**src/rtl/parking_pkg.sv**
```systemverilog
// parking_pkg: shared types and widths for the parking gate controller
package parking_pkg;
  localparam int HOUR_W  = 6;
  localparam int COUNT_W = 10;
  typedef enum logic [2:0] {IDLE, PULSE, OPEN, UNDO, CLOSE} state_t;
  typedef enum logic {ENTRY, EXIT} grant_t;
endpackage

```
**src/rtl/parking_gate_ctrl_sat_counter.sv**
```systemverilog
// sat_counter: event counter that holds at all-ones instead of wrapping
module sat_counter #(
  parameter int WIDTH = 8
) (
  input  logic             clk,
  input  logic             rst,
  input  logic             i_inc,
  input  logic             i_clr,
  output logic [WIDTH-1:0] o_count
);
  // count up on inc, clear has priority, stop at the top value
  always_ff @(posedge clk or posedge rst)
    if (rst) o_count <= '0;
    else if (i_clr) o_count <= '0;
    else if (i_inc && o_count != '1) o_count <= o_count + WIDTH'(1);
endmodule

```
**src/rtl/parking_gate_ctrl.sv**
```systemverilog
// parking_gate_ctrl: arbitrates entry/exit gate requests, drives occupancy events and barriers
module parking_gate_ctrl
  import parking_pkg::*;
#(
  parameter int OPEN_HOUR    = 8,
  parameter int OPEN_TIMEOUT = 1000
) (
  input  logic              clk,
  input  logic              rst,
  input  logic [HOUR_W-1:0] i_current_hour,
  input  logic              i_entry_req,
  input  logic              i_entry_is_uni,
  input  logic              i_exit_req,
  input  logic              i_exit_is_uni,
  input  logic              i_uni_is_vacated_space,
  input  logic              i_is_vacated_space,
  input  logic              i_passed,
  output logic              o_car_entered,
  output logic              o_is_uni_car_entered,
  output logic              o_car_exited,
  output logic              o_is_uni_car_exited,
  output logic              o_entry_gate_open,
  output logic              o_exit_gate_open,
  output logic              o_entry_deny,
  output logic              o_busy,
  output logic [15:0]       o_deny_count,
  output logic [7:0]        o_timeout_count
);
  state_t             r_state, w_next;
  grant_t             r_sel, r_last_grant, w_pick, w_sel_n;
  logic               r_pend_en, r_pend_en_uni, r_pend_ex, r_pend_ex_uni, r_placed_uni;
  logic [COUNT_W-1:0] r_timer;
  logic               w_any, w_admit, w_grant, w_deny, w_timeout, w_undo;
  logic               w_clr_en, w_clr_ex, w_gate_n;
  logic               w_car_entered, w_uni_entered, w_car_exited, w_uni_exited;
  logic               w_entry_gate, w_exit_gate;

  // request selection and admission, evaluated only while idle
  always_comb begin
    w_any     = r_pend_en | r_pend_ex;
    w_pick    = (r_pend_en && r_pend_ex) ? ((r_last_grant == ENTRY) ? EXIT : ENTRY)
              : (r_pend_ex ? EXIT : ENTRY);
    w_admit   = (i_current_hour >= HOUR_W'(OPEN_HOUR)) &&
                (r_pend_en_uni ? (i_uni_is_vacated_space | i_is_vacated_space) : i_is_vacated_space);
    w_grant   = (r_state == IDLE) && w_any && (w_pick == EXIT || w_admit);
    w_deny    = (r_state == IDLE) && w_any && w_pick == ENTRY && !w_admit;
    w_timeout = (r_state == OPEN) && !i_passed && r_timer == COUNT_W'(OPEN_TIMEOUT - 1);
    w_undo    = w_timeout && r_sel == ENTRY;
    w_clr_en  = (w_grant || w_deny) && w_pick == ENTRY;
    w_clr_ex  = w_grant && w_pick == EXIT;
  end

  // state register
  always_ff @(posedge clk or posedge rst)
    if (rst) r_state <= IDLE;
    else r_state <= w_next;

  // next-state logic; passed beats a coincident timeout
  always_comb begin
    w_next = r_state;
    case (r_state)
      IDLE:    w_next = w_grant ? PULSE : IDLE;
      PULSE:   w_next = OPEN;
      OPEN:    w_next = i_passed ? CLOSE : (w_timeout ? (w_undo ? UNDO : CLOSE) : OPEN);
      UNDO:    w_next = CLOSE;
      CLOSE:   w_next = IDLE;
      default: w_next = IDLE;
    endcase
  end

  // output decode, aligned with the state being entered so registered outputs match it
  always_comb begin
    w_sel_n       = (r_state == IDLE) ? w_pick : r_sel;
    w_gate_n      = (w_next == PULSE) || (w_next == OPEN);
    w_entry_gate  = w_gate_n && w_sel_n == ENTRY;
    w_exit_gate   = w_gate_n && w_sel_n == EXIT;
    w_car_entered = w_grant && w_pick == ENTRY;
    w_uni_entered = w_car_entered && r_pend_en_uni;
    w_car_exited  = (w_grant && w_pick == EXIT) || w_undo;
    w_uni_exited  = w_undo ? r_placed_uni : (w_grant && w_pick == EXIT && r_pend_ex_uni);
  end

  // registered outputs
  always_ff @(posedge clk or posedge rst)
    if (rst) begin
      o_car_entered        <= 1'b0;
      o_is_uni_car_entered <= 1'b0;
      o_car_exited         <= 1'b0;
      o_is_uni_car_exited  <= 1'b0;
      o_entry_gate_open    <= 1'b0;
      o_exit_gate_open     <= 1'b0;
      o_entry_deny         <= 1'b0;
      o_busy               <= 1'b0;
    end else begin
      o_car_entered        <= w_car_entered;
      o_is_uni_car_entered <= w_uni_entered;
      o_car_exited         <= w_car_exited;
      o_is_uni_car_exited  <= w_uni_exited;
      o_entry_gate_open    <= w_entry_gate;
      o_exit_gate_open     <= w_exit_gate;
      o_entry_deny         <= w_deny;
      o_busy               <= w_next != IDLE;
    end

  // pending latches: a new strobe beats a same-cycle clear, a strobe onto a held latch is dropped
  always_ff @(posedge clk or posedge rst)
    if (rst) begin
      r_pend_en     <= 1'b0;
      r_pend_en_uni <= 1'b0;
      r_pend_ex     <= 1'b0;
      r_pend_ex_uni <= 1'b0;
    end else begin
      if (i_entry_req && (!r_pend_en || w_clr_en)) begin
        r_pend_en     <= 1'b1;
        r_pend_en_uni <= i_entry_is_uni;
      end else if (w_clr_en) r_pend_en <= 1'b0;
      if (i_exit_req && (!r_pend_ex || w_clr_ex)) begin
        r_pend_ex     <= 1'b1;
        r_pend_ex_uni <= i_exit_is_uni;
      end else if (w_clr_ex) r_pend_ex <= 1'b0;
    end

  // served gate, placement record for undo, round-robin history
  always_ff @(posedge clk or posedge rst)
    if (rst) begin
      r_sel        <= ENTRY;
      r_placed_uni <= 1'b0;
      r_last_grant <= ENTRY;
    end else begin
      if (w_grant) begin
        r_sel        <= w_pick;
        r_placed_uni <= (w_pick == ENTRY) && r_pend_en_uni && i_uni_is_vacated_space;
      end
      if (r_state == CLOSE) r_last_grant <= r_sel;
    end

  // barrier open timer
  always_ff @(posedge clk or posedge rst)
    if (rst) r_timer <= '0;
    else if (r_state == PULSE) r_timer <= '0;
    else if (r_state == OPEN) r_timer <= r_timer + COUNT_W'(1);

  sat_counter #(.WIDTH(16)) u_deny_cnt (
    .clk     (clk),
    .rst     (rst),
    .i_inc   (w_deny),
    .i_clr   (1'b0),
    .o_count (o_deny_count)
  );

  sat_counter #(.WIDTH(8)) u_timeout_cnt (
    .clk     (clk),
    .rst     (rst),
    .i_inc   (w_timeout),
    .i_clr   (1'b0),
    .o_count (o_timeout_count)
  );
endmodule
```
**config.mk**
```make
export PLATFORM = sky130hd
export DESIGN_NAME = parking_gate_ctrl
export DESIGN_NICKNAME = d
export VERILOG_FILES = /design/src/rtl/parking_pkg.sv /design/src/rtl/parking_gate_ctrl_sat_counter.sv /design/src/rtl/parking_gate_ctrl.sv
export SDC_FILE = /design/constraint.sdc
export NUM_CORES = 1
export LEC_CHECK = 0
export BUFFER_PORTS_ARGS = -buffer_cell sky130_fd_sc_hd__buf_2
export CAP_MARGIN = 20
export CORE_ASPECT_RATIO = 2
export CORE_MARGIN = 1
export CORE_UTILIZATION = 62
export CTS_BUF_LIST = sky130_fd_sc_hd__clkbuf_8
export CTS_CLUSTER_DIAMETER = 40
export DETAILED_ROUTE_END_ITERATION = 10
export MAX_ROUTING_LAYER = met4
export PLACE_DENSITY = 0.88
export SLEW_MARGIN = 20
export SYNTH_ARGS = -nofsm -noshare
export SYNTH_HDL_FRONTEND = slang
export SYNTH_SLANG_ARGS = --single-unit
```
**constraint.sdc**
```tcl
create_clock -name clk -period 3.6 [get_ports clk]
set_input_delay 0.18 -clock clk [delete_from_list [all_inputs] [get_ports clk]]
set_output_delay 0.18 -clock clk [all_outputs]
set_load 0.01 [all_outputs]
```
# Yosys cells after proc, flatten, opt, wreduce, memory -nomap -nowiden
# Cells that the tools add are included.
# totals
word_cells	91
output_inout_bits	32
register_bits	52
# classes
n_reduce_logical	37
muxes	17
n_lt_le_gt_ge	1
n_bitwise	5
addsub	3
eq_ne	9
# op_table
cell	n
$logic_and 1x1->1	22
$mux 10	2
$add 16x1->16 const B	1
$ne 16x16->1 const B	1
$pmux 3 s4	1
$mux 1	11
$add 10x1->10 const B	1
$eq 10x10->1 const B	1
$eq 3x2->1 const B	3
$mux 3	3
$add 8x1->8 const B	1
$ne 8x8->1 const B	1
$eq 3x1->1 const B	2
$ge 6x4->1 const B	1
$logic_or 1x1->1	6
$reduce_bool 2->1	3
$logic_not 1->1	4
$eq 3x3->1 const B	1
$logic_not 3->1	1
$not 1->1	3
$reduce_bool 3->1	1
$or 1x1->1	2

# Logic depth before layout (Yosys ltp)
# depth
ltp_word	11
ltp_mapped	6
ltp_nobuf	5

# By module
# Synthesis repeated with hierarchy kept, for this count alone.
# unflattened
hier_cells	267
area_unflattened_um2	2712.6
# by_module_without_submodules
mod	seq_area_each_um2	cells_each	instances	area_per_inst_um2
parking_gate_ctrl	700.7	117	1	1276.2
sat_counter (u_deny_cnt)	400.4	101	1	932.1
sat_counter (u_timeout_cnt)	200.2	49	1	504.2

# Worst setup path after synthesis
# OpenSTA, ideal clock, no wires.
# synth_timing
kind	flip-flop to flip-flop
start	reg r_state[2]
end	reg u_timeout_cnt.o_count[1]
required_time_ns	3.475
arrival_time_ns	1.577
setup_time_ns	0.125
stages_incl_launch_ff	6
path_slack_ns	1.898
n_path_buf	1
period_less_slack_ns	1.702
path_cell_list	dfrtp_1 buf_2 nor3b_4 nand4_4 nor2_1 mux2_2
# synth_between
elab_chain_len	4
# synth_lines
item	line	source
start: declaration	parking_gate_ctrl.sv:29	state_t r_state, w_next;
start signal: assignment	parking_gate_ctrl.sv:56	else r_state <= w_next;
$eq 3x2->1	parking_gate_ctrl.sv:47	w_timeout = (r_state == OPEN) && !i_passed && r_timer == COUNT_W'(OPEN_TIMEOUT - 1);
$logic_and 1x1->1 (2 in series)	parking_gate_ctrl.sv:47	
$logic_and 1x1->1	parking_gate_ctrl_sat_counter.sv:15	else if (i_inc && o_count != '1) o_count <= o_count + WIDTH'(1);
end signal: assignment	parking_gate_ctrl_sat_counter.sv:15	
end: declaration	parking_gate_ctrl_sat_counter.sv:9	output logic [WIDTH-1:0] o_count
# No other way between the ends.
# A chain may end at the register's enable or synchronous reset.

# Worst setup path in the final report
# layout_timing
start	reg r_state[0]
end	reg u_timeout_cnt.o_count[1]
# Same word-level chain as after synthesis.

==> metrics.log <==
INFO  metric outcome = complete, but fails checks
INFO  metric failed_checks = negative hold slack
INFO  metric starting_density_of_the_core = 0.650
INFO  metric share_seq_of_total_power = 0.495
INFO  metric fillCellCount = 280
INFO  metric crit-reg2reg-launch = r_state[0]
INFO  metric die-height = between 90 and 100 um
INFO  metric primary_flip_flop_cell_chosen_by_synthesis_mapping = sky130_fd_sc_hd__dfrtp_1
INFO  metric route.met3.wl = around 110 um
INFO  metric grt_antenna_before_repair = 0
INFO  metric post-route-worst-setup-slack = ~1.7 ns
INFO  metric routed_wire_length_per_instance = approximately 15 um
INFO  metric timing.fmax = between 500 and 600 MHz
INFO  metric clk-insertion-delay-late = between 0.3 and 0.4 ns
INFO  metric buffer_ports.inserted = 43
INFO  metric drive_above_1_share = 0.259
INFO  metric cp-start-kind = flop
INFO  metric yosys_warnings = 0
INFO  metric detail_route.wirelength = ~4.9 mm
INFO  metric power_leakage = around 0.0014 uW
INFO  metric share_clk_of_total_power = 0.205
INFO  metric syn_to_final_growth = 13.4%
INFO  metric clk_root_buffer_cell = sky130_fd_sc_hd__clkbuf_8
INFO  metric dr.pass1.iters = 4
INFO  metric cts_buffers = 5
INFO  metric met2_wirelength = approximately 2.8 mm
INFO  metric die_w = between 40 and 50 um
INFO  metric report.power.total = 1650 uW
INFO  metric cts.htree.levels = 2
INFO  metric final-setup-viol-count = 0
INFO  metric highest_layer = met4
INFO  metric final_min_period_over_clock_period = 0.532
INFO  metric floorplan.rows = 32
INFO  metric rsz0062_at_grt = false
INFO  metric dpl_worst_slack = approximately 1.7 ns
INFO  metric timing.critical_path.arrival = ~2.1 ns
INFO  metric post-cts-setup-buffer-count = 0
INFO  metric remaining_antenna_violation_count = 0
INFO  metric power.switching_fraction = 0.364
INFO  metric clock_path_buffers = 2
INFO  metric ioPinCount = 47
INFO  metric crit_path_max_fanout = 9
INFO  metric async_reset_ff_frac = 1.00
INFO  metric powerDensity = 577 mW/mm^2
INFO  metric antenna-diode-count = 0
INFO  metric syn_area_per_cell = between 10 and 15 sq um
INFO  metric grt.total_usage = 0.269
INFO  metric clock-skew-final = 0.0121 ns
INFO  metric drt-initial-drc-count = 45
INFO  metric timing.setup.tns = 0 ns
INFO  metric critPathRequiredTime = 3.81 ns
INFO  metric timing.slew.headroom = 0.418
INFO  metric vias = between 1500 and 2000
INFO  metric yosysUniqueCellTypes = 48
INFO  metric yosysSeqAreaShare = 0.515
INFO  metric grt_start_max_net_pins = 53
INFO  metric final_hold_viol_count = 4
INFO  metric postCtsResizedCells = 0
INFO  metric layout.area.seq = between 0.001 and 0.0015 sq mm
INFO  metric synth-edff-count = 0
INFO  metric globalRoute.totalOverflow = 0
INFO  metric hold-worst-slack = -0.00729 ns
INFO  metric drv.max_cap_violation_count = 0
INFO  metric final_period_demand_of_the_worst_path = between 1.5 and 2 ns
INFO  metric clock_net_sink_count = 52
INFO  metric core_footprint = around 0.0039 sq mm
INFO  metric gp_congestion = between 0.7 and 0.8
INFO  metric ctsHoldBuffers = 0
INFO  metric final_routed_drc_violation_total = 0
INFO  metric floorplan.die_area = about 0.0043 sq mm
INFO  metric drt-vias-per-instance = between 5 and 6
INFO  metric timing_worst_slew_pin_value = about 0.87 ns
INFO  metric critPathCaptureType = flop
INFO  metric area_of_the_multi_input_gates = around 0.0012 sq mm
INFO  metric timing.reg2reg.worst_path_depth = 4
INFO  metric synth_seq_cells = 52
INFO  metric clock_tree_from_tritoncts = yes
INFO  metric grt_pass1_wl = roughly 8.2 mm
INFO  metric timing.final.max_slew_violations = 0
INFO  metric hold_crit_path_type = primary input to async pin
INFO  metric detail_route.wirelength.met1 = ~1.9 mm
INFO  metric cellInternalPower = about 1100 uW
INFO  metric criticalPathCategory = flop to flop
INFO  metric regToRegSetupSlack = 1.69 ns
INFO  metric vias_in_the_first_global_route = around 1900
INFO  metric synthesis.area = 0.00252 sq mm
INFO  metric comb_power_frac = 0.300
INFO  metric power.net_switching = roughly 600 uW
INFO  metric detailedPlacementHpwl = ~3.6 mm
INFO  metric syn_nets = roughly 250
INFO  metric post_synth_inst_count = around 230
INFO  metric design.final.nets = between 200 and 300
INFO  metric clkSlewWorstSetupHoldPaths = 0.10 ns
INFO  metric max-vdd-ir-drop = between 0.4 and 0.5 mV
INFO  metric r2r-end = u_timeout_cnt.o_count[1]
cell usage after synthesis, drive strengths merged (2+ instances only):
library cell | count | area, sq um
a21boi | 4 | 30.0
a21o | 2 | 15.0
a21oi | 3 | 15.0
a22o | 2 | 18.8
a31oi | 2 | 12.5
and2 | 2 | 12.5
and3 | 3 | 18.8
and4 | 2 | 17.5
buf | 3 | 27.5
dfrtp | 52 | 1300
ha | 3 | 37.5
inv | 7 | 26.3
mux2 | 6 | 67.6
nand2 | 20 | 75.1
nand2b | 2 | 12.5
nand3 | 11 | 55.1
nand4 | 12 | 90.1
nor2 | 15 | 58.8
nor3 | 9 | 50.1
nor3b | 4 | 41.3
nor4 | 12 | 103
nor4b | 2 | 32.5
o211ai | 2 | 15.0
o21ai | 16 | 80.1
o31ai | 2 | 15.0
or2 | 2 | 12.5
xor2 | 19 | 166
stage by stage:
stage	utilization	hold slack, ns	area [sq um]	std cells
final	0.737	-0.00729	2860	329
after global routing	0.737	0.0500	2860	329
after CTS	0.737	0.0533	2860	329
after detailed placement	0.714	0.381	2770	321
after global placement	0.714	0.382	2770	321
after floorplan	-	0.272	2520	231
cell families (layout without fill, tap and decap cells):
kind of cell / count (synthesis) / after routing / share of synthesized area
DFF: 52 / 52 / 0.515
muxes: 7 / 7 / 0.0307
and+or+nand+nor: 100 / 100 / 0.242
xor gates and xnor gates: 20 / 20 / 0.0694
AOI/OAI and AO/OA: 38 / 38 / 0.105
buffers and inverters: 11 / 58 / 0.0233
adders and majority gates: 3 / 3 / 0.0149
power by group through the flow:
| stage | Sequential (uW) | Combinational (uW) | Clock (uW) |
|---|---|---|---|
| after CTS | 817 | 498 | 348 |
| after global placement | 821 | 479 | 0 |
| after global routing | 837 | 557 | 370 |
| after detailed placement | 828 | 495 | 0 |
| after floorplan | 817 | 372 | 0 |
| final | 818 | 496 | 338 |
metal layers:
layer  GRT usage  up-vias
met5           -        -
met4       0.117        0
met3      0.0413       11
met2       0.455       42
met1       0.294      961
li1            -      936
critical path, stage by stage (launching register included):
cell	delay [ns]
sky130_fd_sc_hd__dfrtp_1	0.49
sky130_fd_sc_hd__nor3b_4	0.45
sky130_fd_sc_hd__nand4_4	0.23
sky130_fd_sc_hd__nor2_1	0.28
sky130_fd_sc_hd__mux2_2	0.36
final cells by class:
type / count / area share
inverters: 7 / 0.00962
multi-input cells: 168 / 0.407
clock inverters: 3 / 0.00743
well taps: 51 / 0.0223
flip-flops and latches: 52 / 0.455
clock buffers: 5 / 0.0240
repair buffers: 43 / 0.0752
placed cells by master (no fill, tap or decap), types with 2 or more instances in the layout:
cell type                   n
sky130_fd_sc_hd__nor4_2     2
sky130_fd_sc_hd__nor4_1     9
sky130_fd_sc_hd__nor3b_1    3
sky130_fd_sc_hd__buf_2     43
sky130_fd_sc_hd__ha_1       3
sky130_fd_sc_hd__dfrtp_1   52
sky130_fd_sc_hd__nand2_1   20
sky130_fd_sc_hd__o211ai_1   2
sky130_fd_sc_hd__or2_2      2
sky130_fd_sc_hd__mux2_2     6
sky130_fd_sc_hd__nand2b_1   2
sky130_fd_sc_hd__nand4_1   11
sky130_fd_sc_hd__a31oi_1    2
sky130_fd_sc_hd__nand3_1   11
sky130_fd_sc_hd__inv_1      6
sky130_fd_sc_hd__a21boi_0   4
sky130_fd_sc_hd__clkbuf_8   5
sky130_fd_sc_hd__o31ai_1    2
sky130_fd_sc_hd__clkinv_2   2
sky130_fd_sc_hd__a21oi_1    3
sky130_fd_sc_hd__nor2_1    14
sky130_fd_sc_hd__and4_1     2
sky130_fd_sc_hd__and2_1     2
sky130_fd_sc_hd__and3_1     3
sky130_fd_sc_hd__o21ai_0   16
sky130_fd_sc_hd__xor2_1    19
sky130_fd_sc_hd__a21o_1     2
sky130_fd_sc_hd__nor3_1     8
how the worst max path moves through the flow:
stage | from | endpoint | slack (ns) | cells past startpoint
4_1_cts | r_state[0] | u_timeout_cnt.o_count[1] | 1.67 | 4
3_3_place_gp | r_state[0] | u_timeout_cnt.o_count[1] | 1.73 | 4
5_1_grt | r_state[0] | u_timeout_cnt.o_count[1] | 1.58 | 4
6_report | r_state[0] | u_timeout_cnt.o_count[1] | 1.69 | 4
3_5_place_dp | r_state[0] | u_timeout_cnt.o_count[1] | 1.70 | 4
2_1_floorplan | r_state[2] | u_timeout_cnt.o_count[1] | 1.90 | 5
state kept, by name, indices dropped and copies added (netlist names):
register,count
o_entry_gate_open,1
o_is_uni_car_entered,1
o_is_uni_car_exited,1
r_pend_ex,1
r_timer,10
r_placed_uni,1
u_deny_cnt.o_count,16
r_pend_en,1
o_car_entered,1
r_pend_ex_uni,1
r_sel,1
u_timeout_cnt.o_count,8
r_last_grant,1
r_state,3
o_car_exited,1
o_busy,1
r_pend_en_uni,1
o_exit_gate_open,1
o_entry_deny,1
No activity file was read; power rests on OpenSTA's default activity.
